[src/rtl/bpu_tournament.sv]
// bpu_tournament: tournament branch predictor (local PHT + gshare global PHT
// + chooser) with a direct-mapped BTB for the 5-stage MIPS pipeline.
// Fetch side performs a registered lookup; commit side trains all tables.
// Optional build macro BPU_STATS_EN adds saturating statistics counters.
module bpu_tournament #(
  parameter int PHT_IDX_W = 6,
  parameter int GHR_W     = 6,
  parameter int BTB_IDX_W = 4,
  parameter int CNT_W     = 2
) (
  input  logic              clk,
  input  logic              rst,
  input  logic              lookup_en,
  input  logic [31:0]       pcF,
  output logic              pred_taken,
  output logic              pred_hit,
  output logic [31:0]       pred_target,
  output logic [GHR_W-1:0]  pred_ghr,
  input  logic              upd_en,
  input  logic [31:0]       upd_pc,
  input  logic              upd_taken,
  input  logic [31:0]       upd_target,
  input  logic [GHR_W-1:0]  upd_ghr,
  input  logic              upd_mispredict
`ifdef BPU_STATS_EN
  ,
  output logic [31:0]       stat_lookups,
  output logic [31:0]       stat_branches,
  output logic [31:0]       stat_mispred
`endif
);

  localparam int PHT_ENTRIES = 1 << PHT_IDX_W;
  localparam int BTB_ENTRIES = 1 << BTB_IDX_W;
  localparam int TAG_W       = 30 - BTB_IDX_W;
  localparam logic [CNT_W-1:0] CNT_WEAK_NT = CNT_W'((1 << (CNT_W - 1)) - 1);
  localparam logic [CNT_W-1:0] CNT_MAX     = '1;

  // Saturating counter helpers shared by all three tables.
  function automatic logic [CNT_W-1:0] satInc(input logic [CNT_W-1:0] c);
    return (c == CNT_MAX) ? c : c + CNT_W'(1);
  endfunction

  function automatic logic [CNT_W-1:0] satDec(input logic [CNT_W-1:0] c);
    return (c == '0) ? c : c - CNT_W'(1);
  endfunction

  logic [CNT_W-1:0]  localPht_q  [PHT_ENTRIES];
  logic [CNT_W-1:0]  globalPht_q [PHT_ENTRIES];
  logic [CNT_W-1:0]  chooser_q   [PHT_ENTRIES];
  logic [GHR_W-1:0]  ghr_q;
  logic [BTB_ENTRIES-1:0] btbValid_q;
  logic [TAG_W-1:0]  btbTag_q    [BTB_ENTRIES];
  logic [31:0]       btbTarget_q [BTB_ENTRIES];

  logic              predTaken_q;
  logic              predHit_q;
  logic [31:0]       predTarget_q;
  logic [GHR_W-1:0]  predGhr_q;

  // Fetch-side indexing reads the tables before any same-cycle training.
  logic [PHT_IDX_W-1:0] lookupLi;
  logic [PHT_IDX_W-1:0] lookupGi;
  logic [BTB_IDX_W-1:0] lookupBtbIdx;
  logic                 lookupHit;
  logic                 lookupChosen;
  logic                 predTaken_d;
  logic [31:0]          predTarget_d;

  assign lookupLi     = pcF[PHT_IDX_W+1:2];
  assign lookupGi     = lookupLi ^ PHT_IDX_W'(ghr_q);
  assign lookupBtbIdx = pcF[BTB_IDX_W+1:2];
  assign lookupHit    = btbValid_q[lookupBtbIdx] &&
                        (btbTag_q[lookupBtbIdx] == pcF[31:BTB_IDX_W+2]);
  assign lookupChosen = chooser_q[lookupLi][CNT_W-1] ?
                        globalPht_q[lookupGi][CNT_W-1] :
                        localPht_q[lookupLi][CNT_W-1];
  assign predTaken_d  = lookupChosen && lookupHit;
  assign predTarget_d = lookupHit ? btbTarget_q[lookupBtbIdx] : 32'h0;

  // Commit-side indices and next counter values for the resolved branch.
  logic [PHT_IDX_W-1:0] updLi;
  logic [PHT_IDX_W-1:0] updGi;
  logic [BTB_IDX_W-1:0] updBtbIdx;
  logic [CNT_W-1:0]     localNew_d;
  logic [CNT_W-1:0]     globalNew_d;
  logic [CNT_W-1:0]     chooserNew_d;
  logic [GHR_W-1:0]     ghr_d;
  logic                 localCorrect;
  logic                 globalCorrect;

  assign updLi     = upd_pc[PHT_IDX_W+1:2];
  assign updGi     = updLi ^ PHT_IDX_W'(upd_ghr);
  assign updBtbIdx = upd_pc[BTB_IDX_W+1:2];
  assign ghr_d     = GHR_W'({ghr_q, upd_taken});

  // Train both PHTs toward the outcome; the chooser moves toward whichever
  // component alone was right, judged on the pre-update counter MSBs.
  always_comb begin
    localNew_d    = localPht_q[updLi];
    globalNew_d   = globalPht_q[updGi];
    chooserNew_d  = chooser_q[updLi];
    localCorrect  = (localPht_q[updLi][CNT_W-1] == upd_taken);
    globalCorrect = (globalPht_q[updGi][CNT_W-1] == upd_taken);
    if (upd_taken) begin
      localNew_d  = satInc(localPht_q[updLi]);
      globalNew_d = satInc(globalPht_q[updGi]);
    end else begin
      localNew_d  = satDec(localPht_q[updLi]);
      globalNew_d = satDec(globalPht_q[updGi]);
    end
    if (globalCorrect && !localCorrect) begin
      chooserNew_d = satInc(chooser_q[updLi]);
    end else if (localCorrect && !globalCorrect) begin
      chooserNew_d = satDec(chooser_q[updLi]);
    end
  end

  // Prediction registers capture a new lookup only when fetch advances.
  always_ff @(posedge clk or negedge rst) begin
    if (!rst) begin
      predTaken_q  <= 1'b0;
      predHit_q    <= 1'b0;
      predTarget_q <= 32'h0;
      predGhr_q    <= '0;
    end else if (lookup_en) begin
      predTaken_q  <= predTaken_d;
      predHit_q    <= lookupHit;
      predTarget_q <= predTarget_d;
      predGhr_q    <= ghr_q;
    end
  end

  // Direction tables and committed history, trained at branch resolution.
  always_ff @(posedge clk or negedge rst) begin
    if (!rst) begin
      for (int i = 0; i < PHT_ENTRIES; i++) begin
        localPht_q[i]  <= CNT_WEAK_NT;
        globalPht_q[i] <= CNT_WEAK_NT;
        chooser_q[i]   <= CNT_WEAK_NT;
      end
      ghr_q <= '0;
    end else if (upd_en) begin
      localPht_q[updLi]  <= localNew_d;
      globalPht_q[updGi] <= globalNew_d;
      chooser_q[updLi]   <= chooserNew_d;
      ghr_q              <= ghr_d;
    end
  end

  // BTB valid bits; only taken branches allocate or overwrite an entry.
  always_ff @(posedge clk or negedge rst) begin
    if (!rst) begin
      btbValid_q <= '0;
    end else if (upd_en && upd_taken) begin
      btbValid_q[updBtbIdx] <= 1'b1;
    end
  end

  // BTB payload needs no reset because the valid bit qualifies every read.
  always_ff @(posedge clk) begin
    if (upd_en && upd_taken) begin
      btbTag_q[updBtbIdx]    <= upd_pc[31:BTB_IDX_W+2];
      btbTarget_q[updBtbIdx] <= upd_target;
    end
  end

  assign pred_taken  = predTaken_q;
  assign pred_hit    = predHit_q;
  assign pred_target = predTarget_q;
  assign pred_ghr    = predGhr_q;

  // Byte-offset PC bits never select an instruction and are ignored.
  logic unusedPcBits;
  assign unusedPcBits = ^{pcF[1:0], upd_pc[1:0]};

`ifdef BPU_STATS_EN
  logic [31:0] statLookups_q;
  logic [31:0] statBranches_q;
  logic [31:0] statMispred_q;

  // Event counters stick at all-ones rather than wrapping.
  always_ff @(posedge clk or negedge rst) begin
    if (!rst) begin
      statLookups_q  <= 32'h0;
      statBranches_q <= 32'h0;
      statMispred_q  <= 32'h0;
    end else begin
      if (lookup_en && (statLookups_q != 32'hFFFFFFFF)) begin
        statLookups_q <= statLookups_q + 32'd1;
      end
      if (upd_en && (statBranches_q != 32'hFFFFFFFF)) begin
        statBranches_q <= statBranches_q + 32'd1;
      end
      if (upd_en && upd_mispredict && (statMispred_q != 32'hFFFFFFFF)) begin
        statMispred_q <= statMispred_q + 32'd1;
      end
    end
  end

  assign stat_lookups  = statLookups_q;
  assign stat_branches = statBranches_q;
  assign stat_mispred  = statMispred_q;
`else
  logic unusedMispredict;
  assign unusedMispredict = upd_mispredict;
`endif

endmodule
[config.mk]
export PLATFORM = sky130hd
export DESIGN_NAME = bpu_tournament
export DESIGN_NICKNAME = d
export VERILOG_FILES = /design/src/rtl/bpu_tournament.sv
export SDC_FILE = /design/constraint.sdc
export NUM_CORES = 2
export LEC_CHECK = 0
export CORE_MARGIN = 3
export CORE_UTILIZATION = 65
export CTS_CLUSTER_SIZE = 40
export DETAILED_ROUTE_END_ITERATION = 6
export PLACE_DENSITY = 0.83
export SLEW_MARGIN = 0
export SYNTH_ARGS = -nofsm -noshare
export SYNTH_HDL_FRONTEND = slang
export SYNTH_SLANG_ARGS = --single-unit
[constraint.sdc]
create_clock -name clk -period 5.81 [get_ports clk]
set_clock_uncertainty 0.1 [all_clocks]
set_input_delay 0.8715 -clock clk [delete_from_list [all_inputs] [get_ports clk]]
set_output_delay 0.8715 -clock clk [all_outputs]
set_load 0.05 [all_outputs]
==> report_table.html <==
<table>
<tr><th>Metric</th><th>Value</th></tr>
<tr><th colspan="2">Floorplan</th></tr>
<tr><td># rows</td><td>108</td></tr>
<tr><td>Starting Density</td><td>65.7%</td></tr>
<tr><td>Placeable core region</td><td>86900 sq um</td></tr>
<tr><td>Die width</td><td>302 microns</td></tr>
<tr><td>Chip height</td><td>302 microns</td></tr>
<tr><td>I/O pin count</td><td>148</td></tr>
<tr><td>Total die area</td><td>91500 sq um</td></tr>
<tr><th colspan="2">STA</th></tr>
<tr><td>Actual slew at the worst max-slew pin</td><td>1.24 ns</td></tr>
<tr><td>Number of slew-limit violations in the final report</td><td>0</td></tr>
<tr><td>Min cycle time layout</td><td>4.78 ns</td></tr>
<tr><td>RSZ-0062 raised after global routing</td><td>false</td></tr>
<tr><td>Hold violation count in the final report</td><td>0</td></tr>
<tr><td>Hold slack</td><td>0.0390 ns</td></tr>
<tr><td>Post-route fraction of the period consumed by the critical path</td><td>82.3%</td></tr>
<tr><td>Number of endpoints failing setup at the final stage</td><td>0</td></tr>
<tr><td>TNS Setup</td><td>0 ns</td></tr>
<tr><td>Upper clock frequency limit</td><td>209 MHz</td></tr>
<tr><td>Rel. slew slack</td><td>17.2%</td></tr>
<tr><th colspan="2">Pwr</th></tr>
<tr><td>Power density of the placed cells</td><td>347 nW/um^2</td></tr>
<tr><td>Worst voltage drop across the vdd grid</td><td>0.422 mV</td></tr>
<tr><td>Static power due to leakage</td><td>0.0226 uW</td></tr>
<tr><th colspan="2">Clocking</th></tr>
<tr><td>CTS max path bufs</td><td>3</td></tr>
<tr><td>Cells resized by post-CTS repair</td><td>0</td></tr>
<tr><td>Cell chosen for the clock root</td><td>clkbuf_16</td></tr>
<tr><td>H-tree depth reported by CTS</td><td>4</td></tr>
<tr><td>Worst-path clk slew</td><td>0.06 ns</td></tr>
<tr><td>Latest clock arrival within the worst-skew pair</td><td>0.77 ns</td></tr>
<tr><td>Clock tree from TritonCTS</td><td>built</td></tr>
<tr><td>Post-CTS Hold Buffers</td><td>0</td></tr>
<tr><td>TritonCTS sink count</td><td>1374</td></tr>
<tr><td>Number of buffers inserted during clock tree synthesis</td><td>137</td></tr>
<tr><td>Number of post-CTS setup repair buffers</td><td>0</td></tr>
<tr><th colspan="2">Finish</th></tr>
<tr><td>Relative area change from synthesis to final layout</td><td>13.7%</td></tr>
<tr><td>Fraction of final layout cells sized beyond drive strength 1</td><td>30.5%</td></tr>
<tr><td>Leading cell type in the layout, fill and taps excluded</td><td>edfxtp_1</td></tr>
<tr><td>Area of the multi-input gates</td><td>17000 sq um</td></tr>
<tr><td>Fillers</td><td>4551</td></tr>
<tr><td>Sequential cell area</td><td>39300 sq um</td></tr>
<tr><td>Most frequent cells in the layout</td><td>edfxtp_1, nand2_1, mux4_2</td></tr>
<tr><td>Final #Nets</td><td>3646</td></tr>
<tr><th colspan="2">Logic synthesis</th></tr>
<tr><td>Synth Instances</td><td>3345</td></tr>
<tr><td>Library cell occupying the most area in the post-synthesis netlist</td><td>edfxtp_1</td></tr>
<tr><td>Count of flip-flops with a built-in enable after synthesis</td><td>928</td></tr>
<tr><td>Summed instance area of the synthesized netlist</td><td>57100 sq um</td></tr>
<tr><td>Count of distinct cell types in the synthesized netlist</td><td>60</td></tr>
<tr><td>Fraction of synthesis flops using an asynchronous set or reset pin</td><td>32.5%</td></tr>
<tr><td>Yosys warning total</td><td>0</td></tr>
<tr><td>Number of register bits inferred by synthesis</td><td>1374</td></tr>
<tr><td>Area contributors post-synth</td><td>edfxtp_1, mux4_2, dfrtp_1</td></tr>
<tr><td>Syn_area_per_cell</td><td>17.1 sq um</td></tr>
<tr><td>Seq/Total Area, Yosys</td><td>68.8%</td></tr>
<tr><td>Number of nets produced by synthesis</td><td>3453</td></tr>
<tr><td>Share of Yosys cell area claimed by the top area cell type</td><td>48.8%</td></tr>
<tr><td>Synth Flop Type</td><td>edfxtp_1</td></tr>
<tr><th colspan="2">Worst setup path</th></tr>
<tr><td>Cells along the critical path</td><td>clkdlybuf4s50_1 &gt; xor2_1 &gt; buf_12 &gt; nor2_1 &gt; nand3_1 &gt; o2111ai_1 &gt; o21ai_0 &gt; o32ai_1 &gt; and2_1 &gt; mux2_2 &gt; o21ai_0</td></tr>
<tr><td>Gate family responsible for the most delay along the worst path</td><td>buffers and inverters</td></tr>
<tr><td>Crit Path Max Fanout</td><td>64</td></tr>
<tr><td>Number of buffer and inverter instances along the worst setup path</td><td>2</td></tr>
<tr><td>Signal arrival time at the worst endpoint</td><td>5.29 ns</td></tr>
<tr><td>CP startpoint kind</td><td>primary input</td></tr>
<tr><td>Type of destination of the critical path</td><td>flip-flop</td></tr>
<tr><td>Cell type with the highest occurrence count on the critical path</td><td>o21ai_0</td></tr>
<tr><td>Largest incremental delay on the critical path</td><td>0.97 ns</td></tr>
<tr><td>Master of the slowest instance on the critical path</td><td>mux2_2</td></tr>
<tr><td>Startpoint-to-endpoint class of the critical path</td><td>in2reg</td></tr>
<tr><td>Crit path required time</td><td>6.32 ns</td></tr>
<tr><th colspan="2">GRT</th></tr>
<tr><td>Met2 Track Usage GR</td><td>54.7%</td></tr>
<tr><td>Overall routing resource usage</td><td>34.2%</td></tr>
<tr><td>Overflow left after global routing</td><td>0</td></tr>
<tr><td>Number of global-route vias before repair</td><td>35000</td></tr>
<tr><td>Antenna violations before repair</td><td>12</td></tr>
<tr><td>Met3 Use GR</td><td>7.50%</td></tr>
<tr><td>Top Usage Layer GRT</td><td>met2</td></tr>
<tr><td>First-pass GRT wire length</td><td>229000 microns</td></tr>
<tr><td>Largest net degree at the start of global routing</td><td>146</td></tr>
<tr><td>Met1 demand-to-capacity share in global routing</td><td>46.2%</td></tr>
<tr><th colspan="2">Drt</th></tr>
<tr><td>DR iter-0 viols</td><td>4774</td></tr>
<tr><td>Initial DRT Pass Iterations</td><td>6</td></tr>
<tr><td>Residual antenna-violating net count after detailed routing</td><td>0</td></tr>
<tr><td>Average via count per standard cell</td><td>7.00</td></tr>
<tr><td>DRC</td><td>0</td></tr>
<tr><td>Detailed-route via count</td><td>33700</td></tr>
<tr><td>Avg WL per Cell</td><td>31.6 microns</td></tr>
<tr><td>Overall routed net length</td><td>152000 microns</td></tr>
<tr><th colspan="2">Outcome</th></tr>
<tr><td>Run status</td><td>finished, final reports clean</td></tr>
<tr><th colspan="2">Job</th></tr>
<tr><td>Count of max-cap constraint violations</td><td>0</td></tr>
<tr><th colspan="2">Placement</th></tr>
<tr><td>Number of buffers inserted by port buffering</td><td>142</td></tr>
<tr><td>Weighted congestion reported at the end of routability-driven placement</td><td>0.946</td></tr>
<tr><td>Detailed placer's ending HPWL</td><td>81500 microns</td></tr>
<tr><th colspan="2">Min path</th></tr>
<tr><td>Path type of the worst min-delay path</td><td>in2async</td></tr>
</table>
-- cell type report --
type                       count  area share (%)
multi-input combinational   1721            26.2
inverter                      69           0.399
clock buffer                 174            5.74
clock inverter                78            1.15
tap                         1155            2.23
antenna                        8          0.0308
sequential                  1374            60.5
timing repair buffer         235            3.80
-- synthesized netlist by cell type (all sizes together), types with 28 or more instances --
master	instances
a22oi	28
buf	79
clkbuf	102
dfrtp	254
dfstp	192
edfxtp	928
inv	69
mux2	125
mux4	430
nand2	532
nor2	78
o21ai	269
o22ai	43
-- cells by family after synthesis --
family / after synthesis / synth area share, %
compound gates: 403 / 4.00
fa+ha+maj: 6 / 0.110
xor+xnor: 44 / 0.708
buf+inv: 250 / 1.82
simple gates: 705 / 5.03
flops: 1374 / 68.8
mux: 563 / 19.6
-- report_power, final --
group | switching (uW) | internal [uW]
combinational | 1280 | 904
sequential | 330 | 11200
clock | 3910 | 4960
total | 5520 | 17000
-- per-stage QoR --
step	power (uW)	std cells	setup WS, ns	utilization, %	cell area (sq um)
2_1_floorplan	12900	3345	0.290	-	57100
3_3_place_gp	13600	4554	0.493	69.5	60400
3_5_place_dp	13800	4554	0.311	69.5	60400
4_1_cts	22500	4806	1.08	74.7	64900
5_1_grt	23100	4812	0.766	74.7	64900
6_report	22500	4814	1.03	74.7	64900
-- per-layer routing --
layer	wire length (microns)	up-vias	part of all wire [%]
met2	75800	2538	50
li1	-	13400	-
met5	31	-	0.020
met4	6650	4	4.4
met1	52600	17300	35
met3	17100	481	11
-- state kept, by name, summed over array words and instances (netlist names) --
register,count
globalPht_q,128
pred_target,32
localPht_q,128
btbTag_q,416
btbValid_q,16
btbTarget_q,512
pred_ghr,6
chooser_q,128
pred_taken,1
pred_hit,1
ghr_q,6
-- worst register-to-register path, cell delays in order, from the launching register on --
cell,delay (ns)
dfrtp_1,0.40
mux4_2,0.50
a22oi_1,0.21
a21oi_1,0.12
or4_1,0.67
maj3_1,0.41
a21oi_1,0.18
mux2_2,0.97
o21ai_0,0.33
-- path summary, 6_finish.rpt --
check                          startpoint              end  cells after the start  slack (ns)
max reg2reg                 chooser_q[15]    chooser_q[10]                      8        1.77
max in group asynchronous             rst  pred_target[19]                      2        4.09
min                                   rst  globalPht_q[69]                      1        0.04
min reg2reg                localPht_q[30]   localPht_q[30]                      2        0.37
min in group clk           localPht_q[30]   localPht_q[30]                      2        0.37
max                             upd_pc[4]    chooser_q[10]                     11        1.03
Note: power is estimated with default switching activity, not from simulation.
